$ cat src/rtl/width.svh
// +----------------------------------------------------------------------+
// | width.svh : default element/accumulator widths for the NPU datapath  |
// | Revision  : 1.0                                                      |
// +----------------------------------------------------------------------+
`default_nettype none
`ifndef WIDTH_SVH
`define WIDTH_SVH

`ifndef N
`define N 4
`endif

`ifndef DATA_WIDTH
`define DATA_WIDTH 8
`endif

`ifndef ACC_WIDTH
`define ACC_WIDTH 16
`endif

`endif
`default_nettype wire

$ cat src/rtl/npu_pkg.sv
// +----------------------------------------------------------------------+
// | npu_pkg : shared FSM state encoding and chunk-counter sizing helpers |
// | Revision: 1.0                                                        |
// +----------------------------------------------------------------------+
`default_nettype none

package npu_pkg;

  typedef enum logic [1:0] {
    ST_IDLE  = 2'd0,
    ST_ACCUM = 2'd1,
    ST_DONE  = 2'd2
  } state_t;

  localparam int c_max_chunks_def = 16;

  // One extra bit so the counter can hold MAX_CHUNKS itself.
  function automatic int calc_cw(input int max_chunks);
    return $clog2(max_chunks) + 1;
  endfunction

  localparam int CW = calc_cw(c_max_chunks_def);

endpackage

`default_nettype wire

$ cat src/rtl/DotProduct.sv
// +----------------------------------------------------------------------+
// | DotProduct : combinational signed dot product of N packed elements   |
// | Revision   : 1.0                                                     |
// +----------------------------------------------------------------------+
`default_nettype none

module DotProduct
  import npu_pkg::*;
#(
  parameter int N          = 4,
  parameter int DATA_WIDTH = 8,
  parameter int OUT_WIDTH  = 2 * DATA_WIDTH + $clog2(N) + 1
) (
  input  logic [N*DATA_WIDTH-1:0] x,
  input  logic [N*DATA_WIDTH-1:0] w,
  output logic signed [OUT_WIDTH-1:0] dp
);

  logic signed [2*DATA_WIDTH-1:0] w_prod [N];

  for (genvar i = 0; i < N; i++) begin : g_prod
    logic signed [2*DATA_WIDTH-1:0] w_xe;
    logic signed [2*DATA_WIDTH-1:0] w_we;
    assign w_xe = {{DATA_WIDTH{x[i*DATA_WIDTH+DATA_WIDTH-1]}}, x[i*DATA_WIDTH +: DATA_WIDTH]};
    assign w_we = {{DATA_WIDTH{w[i*DATA_WIDTH+DATA_WIDTH-1]}}, w[i*DATA_WIDTH +: DATA_WIDTH]};
    assign w_prod[i] = w_xe * w_we;
  end

  always_comb begin
    dp = '0;
    for (int i = 0; i < N; i++) begin
      dp = dp + {{(OUT_WIDTH-2*DATA_WIDTH){w_prod[i][2*DATA_WIDTH-1]}}, w_prod[i]};
    end
  end

endmodule

`default_nettype wire

$ cat src/rtl/dp_accum_sequencer.sv
// +----------------------------------------------------------------------+
// | dp_accum_sequencer : accumulates per-chunk dot products into a job   |
// | result; DP_ACCUM_SATURATE_EN selects saturating accumulation.        |
// | Revision           : 1.0                                             |
// +----------------------------------------------------------------------+
`include "width.svh"
`default_nettype none

module dp_accum_sequencer
  import npu_pkg::*;
#(
  parameter int N          = `N,
  parameter int DATA_WIDTH = `DATA_WIDTH,
  parameter int ACC_WIDTH  = `ACC_WIDTH,
  parameter int MAX_CHUNKS = 16
) (
  input  logic                             clk,
  input  logic                             rst_n,
  input  logic                             start,
  input  logic [calc_cw(MAX_CHUNKS)-1:0]   num_chunks,
  input  logic                             in_valid,
  output logic                             in_ready,
  input  logic [N*DATA_WIDTH-1:0]          x,
  input  logic [N*DATA_WIDTH-1:0]          w,
  output logic                             out_valid,
  input  logic                             out_ready,
  output logic signed [ACC_WIDTH-1:0]      out_dp,
  output logic                             busy,
  output logic                             overflow
);

  localparam int CWL = calc_cw(MAX_CHUNKS);
  localparam int PW  = 2 * DATA_WIDTH + $clog2(N) + 1;
  localparam int SW  = ((ACC_WIDTH > PW) ? ACC_WIDTH : PW) + 1;

  state_t                      r_state;
  state_t                      w_next;
  logic [CWL-1:0]              r_count;
  logic [CWL-1:0]              r_total;
  logic [CWL-1:0]              w_total_in;
  logic [CWL-1:0]              w_count_inc;
  logic signed [ACC_WIDTH-1:0] r_acc;
  logic signed [ACC_WIDTH-1:0] w_acc_next;
  logic signed [PW-1:0]        w_prod;
  logic signed [SW-1:0]        w_sum;
  logic                        w_take_start;
  logic                        w_take_chunk;

  DotProduct #(
    .N          (N),
    .DATA_WIDTH (DATA_WIDTH),
    .OUT_WIDTH  (PW)
  ) u_dot (
    .x  (x),
    .w  (w),
    .dp (w_prod)
  );

  assign w_total_in   = (num_chunks > CWL'(MAX_CHUNKS)) ? CWL'(MAX_CHUNKS) : num_chunks;
  assign w_count_inc  = r_count + CWL'(1);
  assign w_take_start = (r_state == ST_IDLE) && start;
  assign w_take_chunk = (r_state == ST_ACCUM) && in_valid;

  // Sum is formed one bit wider than either operand so it never wraps.
  assign w_sum = {{(SW-ACC_WIDTH){r_acc[ACC_WIDTH-1]}}, r_acc}
               + {{(SW-PW){w_prod[PW-1]}}, w_prod};

`ifdef DP_ACCUM_SATURATE_EN
  localparam logic signed [SW-1:0] c_acc_max = {{(SW-ACC_WIDTH+1){1'b0}}, {(ACC_WIDTH-1){1'b1}}};
  localparam logic signed [SW-1:0] c_acc_min = {{(SW-ACC_WIDTH+1){1'b1}}, {(ACC_WIDTH-1){1'b0}}};

  logic w_hi;
  logic w_lo;
  logic r_ovf;

  assign w_hi = (w_sum > c_acc_max);
  assign w_lo = (w_sum < c_acc_min);

  always_comb begin
    w_acc_next = w_sum[ACC_WIDTH-1:0];
    if (w_hi) begin
      w_acc_next = c_acc_max[ACC_WIDTH-1:0];
    end else if (w_lo) begin
      w_acc_next = c_acc_min[ACC_WIDTH-1:0];
    end
  end

  always_ff @(posedge clk or negedge rst_n) begin
    if (!rst_n) begin
      r_ovf <= 1'b0;
    end else if (w_take_start) begin
      r_ovf <= 1'b0;
    end else if (w_take_chunk && (w_hi || w_lo)) begin
      r_ovf <= 1'b1;
    end
  end

  assign overflow = r_ovf;
`else
  logic w_unused_sum;

  assign w_acc_next   = w_sum[ACC_WIDTH-1:0];
  assign w_unused_sum = ^w_sum[SW-1:ACC_WIDTH];
  assign overflow     = 1'b0;
`endif

  always_ff @(posedge clk or negedge rst_n) begin
    if (!rst_n) begin
      r_state <= ST_IDLE;
    end else begin
      r_state <= w_next;
    end
  end

  always_ff @(posedge clk or negedge rst_n) begin
    if (!rst_n) begin
      r_acc   <= '0;
      r_count <= '0;
      r_total <= '0;
    end else if (w_take_start) begin
      r_acc   <= '0;
      r_count <= '0;
      r_total <= w_total_in;
    end else if (w_take_chunk) begin
      r_acc   <= w_acc_next;
      r_count <= w_count_inc;
    end
  end

  always_comb begin
    w_next    = r_state;
    in_ready  = 1'b0;
    out_valid = 1'b0;
    busy      = 1'b1;
    case (r_state)
      ST_IDLE: begin
        busy = 1'b0;
        if (start) begin
          w_next = (w_total_in == '0) ? ST_DONE : ST_ACCUM;
        end
      end
      ST_ACCUM: begin
        in_ready = 1'b1;
        if (in_valid && (w_count_inc == r_total)) begin
          w_next = ST_DONE;
        end
      end
      ST_DONE: begin
        out_valid = 1'b1;
        if (out_ready) begin
          w_next = ST_IDLE;
        end
      end
      default: begin
        w_next = ST_IDLE;
      end
    endcase
  end

  assign out_dp = r_acc;

endmodule

`default_nettype wire

$ cat config.mk
export PLATFORM = sky130hd
export DESIGN_NAME = dp_accum_sequencer
export DESIGN_NICKNAME = d
export VERILOG_FILES = /design/src/rtl/npu_pkg.sv /design/src/rtl/DotProduct.sv /design/src/rtl/dp_accum_sequencer.sv
export VERILOG_INCLUDE_DIRS = /design/src /design/src/rtl
export SDC_FILE = /design/constraint.sdc
export NUM_CORES = 1
export LEC_CHECK = 0
export CORE_ASPECT_RATIO = 1.1
export CORE_MARGIN = 5
export CORE_UTILIZATION = 45
export CTS_CLUSTER_SIZE = 40
export DETAILED_ROUTE_END_ITERATION = 6
export PLACE_DENSITY = 0.75
export SLEW_MARGIN = 0
export SYNTH_ARGS = -nofsm -noshare
export SYNTH_HDL_FRONTEND = slang
export SYNTH_SLANG_ARGS = --single-unit
$ cat constraint.sdc
create_clock -name clk -period 9.45 [get_ports clk]
set_clock_uncertainty 0.05 [all_clocks]
set_input_delay 0.945 -clock clk [delete_from_list [all_inputs] [get_ports clk]]
set_output_delay 0.945 -clock clk [all_outputs]
set_load 0.1 [all_outputs]
# [Word level (Yosys, flattened, before mapping)]
# Cells that the tools add are included.
# W data, S select, Z words.
[word_totals] regBits=28 wordCells=40 inputBits=74 output_inout_bits=20
[op_classes] n_reduce_logical=7 mul=4 n_lt_le_gt_ge=1 mux=13 n_eq_ne=6 addsub=5
[op_table] operator="$add A16 B16 Y16" n=4
[op_table] operator="$mul A8 B8 Y16" n=4
[op_table] operator="$mux W16" n=2
[op_table] operator="$mux W5" n=3
[op_table] operator="$mux W2" n=4
[op_table] operator="$pmux W2 S3" n=1
[op_table] operator="$add A5 B1 Y5 const B" n=1
[op_table] operator="$eq A5 B5 Y1" n=1
[op_table] operator="$gt A5 B5 Y1 const B" n=1
[op_table] operator="$logic_not A5 Y1" n=1
[op_table] operator="$ne A2 B2 Y1 const B" n=2
[op_table] operator="$logic_and A1 B1 Y1" n=3
[op_table] operator="$mux W1" n=3
[op_table] operator="$reduce_and A3 Y1" n=1
[op_table] operator="$eq A2 B1 Y1 const B" n=1
[op_table] operator="$eq A2 B2 Y1 const B" n=1
[op_table] operator="$logic_not A2 Y1" n=1
[op_table] operator="$ne A2 B1 Y1 const B" n=1
[op_table] operator="$reduce_bool A2 Y1" n=1

# [Longest topological paths before layout]
[logic_depth] word_depth=7 mapped_depth=24 ltp_nobuf=24

# [Cells and area by module]
# Synthesis repeated with hierarchy kept, for this count alone.
[unflattened] cells_unflattened=1359 area_unflattened_um2=13071.3
[modules_own_cells] mod="DotProduct" seq_area_each_um2=0.0 instances=1 cells_per_inst=1140 area_each_um2=11119.4
[modules_own_cells] mod="dp_accum_sequencer" seq_area_each_um2=700.7 instances=1 cells_per_inst=219 area_each_um2=1951.9

# [Worst setup path before layout]
# Ideal clock, no wire load.
[synth_timing] kind="input -> register" startpoint="in w[0]" endpoint="reg r_acc[15], in the netlist out_dp[15]" n_path_buf=0 setup_ps=125 slack_ps=2298 path_stages=21 t_required_ps=9275 t_arrival_ps=6977 cell_sequence="nand2_1 > inv_1 > fa_1 > inv_1 > fa_1 > fa_1 > fa_1 > fa_1 > inv_1 > fa_1 > fa_1 > inv_1 > fa_1 > inv_1 > ha_1 > o21ai_0 > a221oi_2 > or4_1 > a31oi_2 > xnor2_1 > o21ai_1"
[synth_between] elab_chain_len=7
[synth_lines] element="start: declaration" line_no="dp_accum_sequencer.sv:24" rtl="input logic [N*DATA_WIDTH-1:0] w,"
[synth_lines] element="$mul A8 B8 Y16" line_no="DotProduct.sv:26" rtl="assign w_prod[i] = w_xe * w_we;"
[synth_lines] element="$add A16 B16 Y16 (3 in series)" line_no="DotProduct.sv:32" rtl="dp = dp + {{(OUT_WIDTH-2*DATA_WIDTH){w_prod[i][2*DATA_WIDTH-1]}}, w_prod[i]};"
[synth_lines] element="$add A16 B16 Y16" line_no="dp_accum_sequencer.sv:66" rtl="+ {{(SW-PW){w_prod[PW-1]}}, w_prod};"
[synth_lines] element="$mux W16" line_no="dp_accum_sequencer.sv:124" rtl="end else if (w_take_chunk) begin"
[synth_lines] element="$mux W16" line_no="dp_accum_sequencer.sv:120" rtl="end else if (w_take_start) begin"
[synth_lines] element="end signal: assignment" line_no="dp_accum_sequencer.sv:125" rtl="r_acc <= w_acc_next;"
[synth_lines] element="end: declaration" line_no="dp_accum_sequencer.sv:42" rtl="logic signed [ACC_WIDTH-1:0] r_acc;"
# No other way between the ends. The select of a mux whose other input is x is not followed.
# A chain may end at the register's enable or synchronous reset.

# [Worst setup path in the final report]
# Ends and elaborated chain as after synthesis.

==> run metrics <==
r2r setup slk=2.79 ns; Residual DRC=0; first-pass GRT wire length=roughly 45000 um; Required @ worst endpoint=between 9 and 10 ns; Vias/cell=4.814; DRT iter0 DRCs=about 500; Num CTS Buffers=3; GR Util met1=0.2753; setup bufs post-CTS=0; critical path class=in -> reg; Levels on crit path=22; Sink Count=28; number of I/O port buffers=between 90 and 100; Top Ports=94; # rows=62; Hold EP=r_total[0]; synthesis-to-layout area growth=12.03%; reg2reg start=out_dp[5]; post_cts resized=0; clk_lat worst skew=roughly 0.26 ns; Hold Violations, Final=0; Final Net Count=~1800; GRT Util Overall=0.1906; vias in the first global route=8951; r2r worst-path depth=20; antenna diode count=0; Clk pin slew, worst setup/hold paths=roughly 0.070 ns; post-synthesis sequential area ratio=0.05867; dpl cells=approximately 1700; initial antenna violation count=0; met3 Use GR=0.01846; largest net degree at the start of global routing=29; CP startpoint kind=input port; synth top area cells=fa_1, inv_1, ha_1; Synth warnings=0; clock buffer depth=2; per-cell routed wire length=approximately 16 um; Synth top area share=0.5163; Final Max Tran Viols=0; Final min period=slightly below 8 ns; H-tree Lvls=1; Worst path slowest cell=fa_1; post-synthesis cell type count=39; die area=29900 um2; RSZ-0062 raised after global routing=false; Root Driver=clkbuf_16; top cell family by delay on the critical path=adder cells; Max-Cap Viols=0; via count=around 8000; Worst Path Max Fanout=8; Initial Util=0.4568; DP Worst Slack=1.339 ns; Worst path most repeated cell=fa_1; Post-DRT Antenna Nets=0; outcome=completed; CTS tree=done; fin crit share=0.8295; # setup viols final=0; CP arrival=around 7.9 ns; Worst R2R End=out_dp[15]; Mapped Area=between 10000 and 15000 um2; die height=180.9 um; Buf/Inv on CP=6; CP Cell Sequence=clkdlybuf4s50_1, nand2_1, inv_1, fa_1, inv_1, fa_1, fa_1, fa_1, fa_1, inv_1, fa_1, fa_1, inv_1, fa_1, inv_1, ha_1, o21ai_0, a221oi_2, or4_1, a31oi_2, xnor2_1, o21ai_1; gr ovfl total=0; GR peak layer=met2; WHS Path Cells=2; syn_area_per_cell=9.789 um2; Setup TNS Final=0 ns; CP Launch Point=w[0]; non-filler instance count after layout=~1700; Fillers=2379; hold path start=r_total[0]; post-synth top area cell=fa_1; CP max stage delay=around 0.55 ns; CP endpoint kind=register; met2 Use GR=0.3191; Total Wirelength=between 20000 and 30000 um; DPL Wire Length=24800 um; Setup WS post-layout=roughly 1.6 ns; synthesized flop and latch total=28; Synth Instances=between 1000 and 1500; Placer Congestion=~0.86; proportion of layout cells with a drive suffix above 1=0.008384; Hold WC Path Type=reg -> reg; hold-fix buffers at CTS=0; Worst Max-Slew Pin Slew=between 0.9 and 1 ns; core area=26140 um2; Rel. slew slack=0.3367; Synthesized Nets=roughly 1700; Die Wd=165.3 um; Finished Core Util=0.5118; DRT Pass-1 Iters=5; Achievable Freq=~0.13 GHz
-- logic make-up after synthesis --
family,after synthesis,share of synthesized area
adders and majority gates,403,0.6158
buffers and inverters,372,0.1174
DFF,28,0.05867
AOI/OAI and AO/OA,62,0.03415
and+or+nand+nor,303,0.1348
other,1,0.0003140
xor gates and xnor gates,50,0.03782
muxes,1,0.0009428
-- cells in the final DEF, fill, tap and decap left out, drive strengths merged, types with 4 or more instances in the layout --
cell | netlist | layout
inv | 366 | 366
fa | 308 | 308
and2 | 143 | 143
nand2 | 103 | 103
ha | 95 | 95
clkdlybuf4s50 | 0 | 92
xnor2 | 40 | 40
o21ai | 31 | 31
dfrtp | 28 | 28
nand2b | 20 | 20
nor2 | 14 | 14
nor2b | 12 | 12
xor2 | 9 | 9
a21oi | 7 | 7
a22o | 7 | 7
a21o | 6 | 6
nand3 | 4 | 4
clkbuf | 3 | 4
-- worst reg2reg max path, delay by kind of cell (launching register included) --
kind                     cells  cell delay [ns]
AO/OA/AOI/OAI                4             0.61
XOR/XNOR                     1             0.13
adder cells (fa/ha/maj)      9             4.41
buffers and inverters        4             0.24
flip-flops                   1             0.41
AND/OR/NAND/NOR              2             0.65
-- how the worst max path moves through the flow --
stage	end	slack, ns
6_report	out_dp[15]	1.61
5_1_grt	out_dp[15]	1.31
4_1_cts	out_dp[15]	1.61
3_5_place_dp	out_dp[15]	1.34
3_3_place_gp	out_dp[15]	1.43
2_1_floorplan	out_dp[15]	2.30
-- layer usage --
layer | vias up | wire, um
li1 | 3664 | -
met1 | 4123 | 11910
met2 | 199 | 13230
met3 | 25 | 1432
met4 | 0 | 388
met5 | - | 0
-- cell usage after synthesis --
cell	n
conb_1	1
nand2_1	103
xor2_1	9
nand2b_1	20
o21a_1	2
mux2_2	1
or4_1	2
nor2_1	14
buf_4	1
o41ai_1	1
xnor2_1	40
a22o_1	7
nor2b_1	11
nand3_1	4
a31oi_1	1
inv_1	366
a31oi_2	1
and2_1	143
o31ai_4	1
a221oi_2	1
nor4b_1	1
a211oi_1	1
nand3b_1	1
nor3_1	2
dfrtp_1	28
o21ai_0	27
fa_1	308
buf_2	2
a21o_1	6
ha_1	95
a21oi_1	7
o21ai_1	4
xnor3_1	1
a2111oi_0	1
clkbuf_1	3
o31ai_1	1
or2b_1	1
a32oi_1	1
nor2b_4	1
-- through the flow --
step / hold slack, ns / cell area [um2]
final: 0.4628 / 13380
after global routing: 0.4842 / 13380
after CTS: 0.4654 / 13380
after detailed placement: 0.4483 / 13290
after global placement: 0.4358 / 13290
after floorplan: 0.4189 / 11940
-- state kept, by name (all words and copies together), names as in the netlist --
name,flops
r_state,2
out_dp,16
r_count,5
r_total,5
-- layout make-up --
class / count / area, um2 / area share
clock buffer: 4 / 88.84 / 0.006640
inverter: 366 / 1374 / 0.1027
multi-input combinational: 820 / 9839 / 0.7354
sequential: 28 / 700.7 / 0.05237
tap: 352 / 440.4 / 0.03292
timing repair buffer: 94 / 935.9 / 0.06995
Power is left out: the tool's default activity adds up to more than one toggle a clock period on the data nets, which glitch-free logic cannot reach.
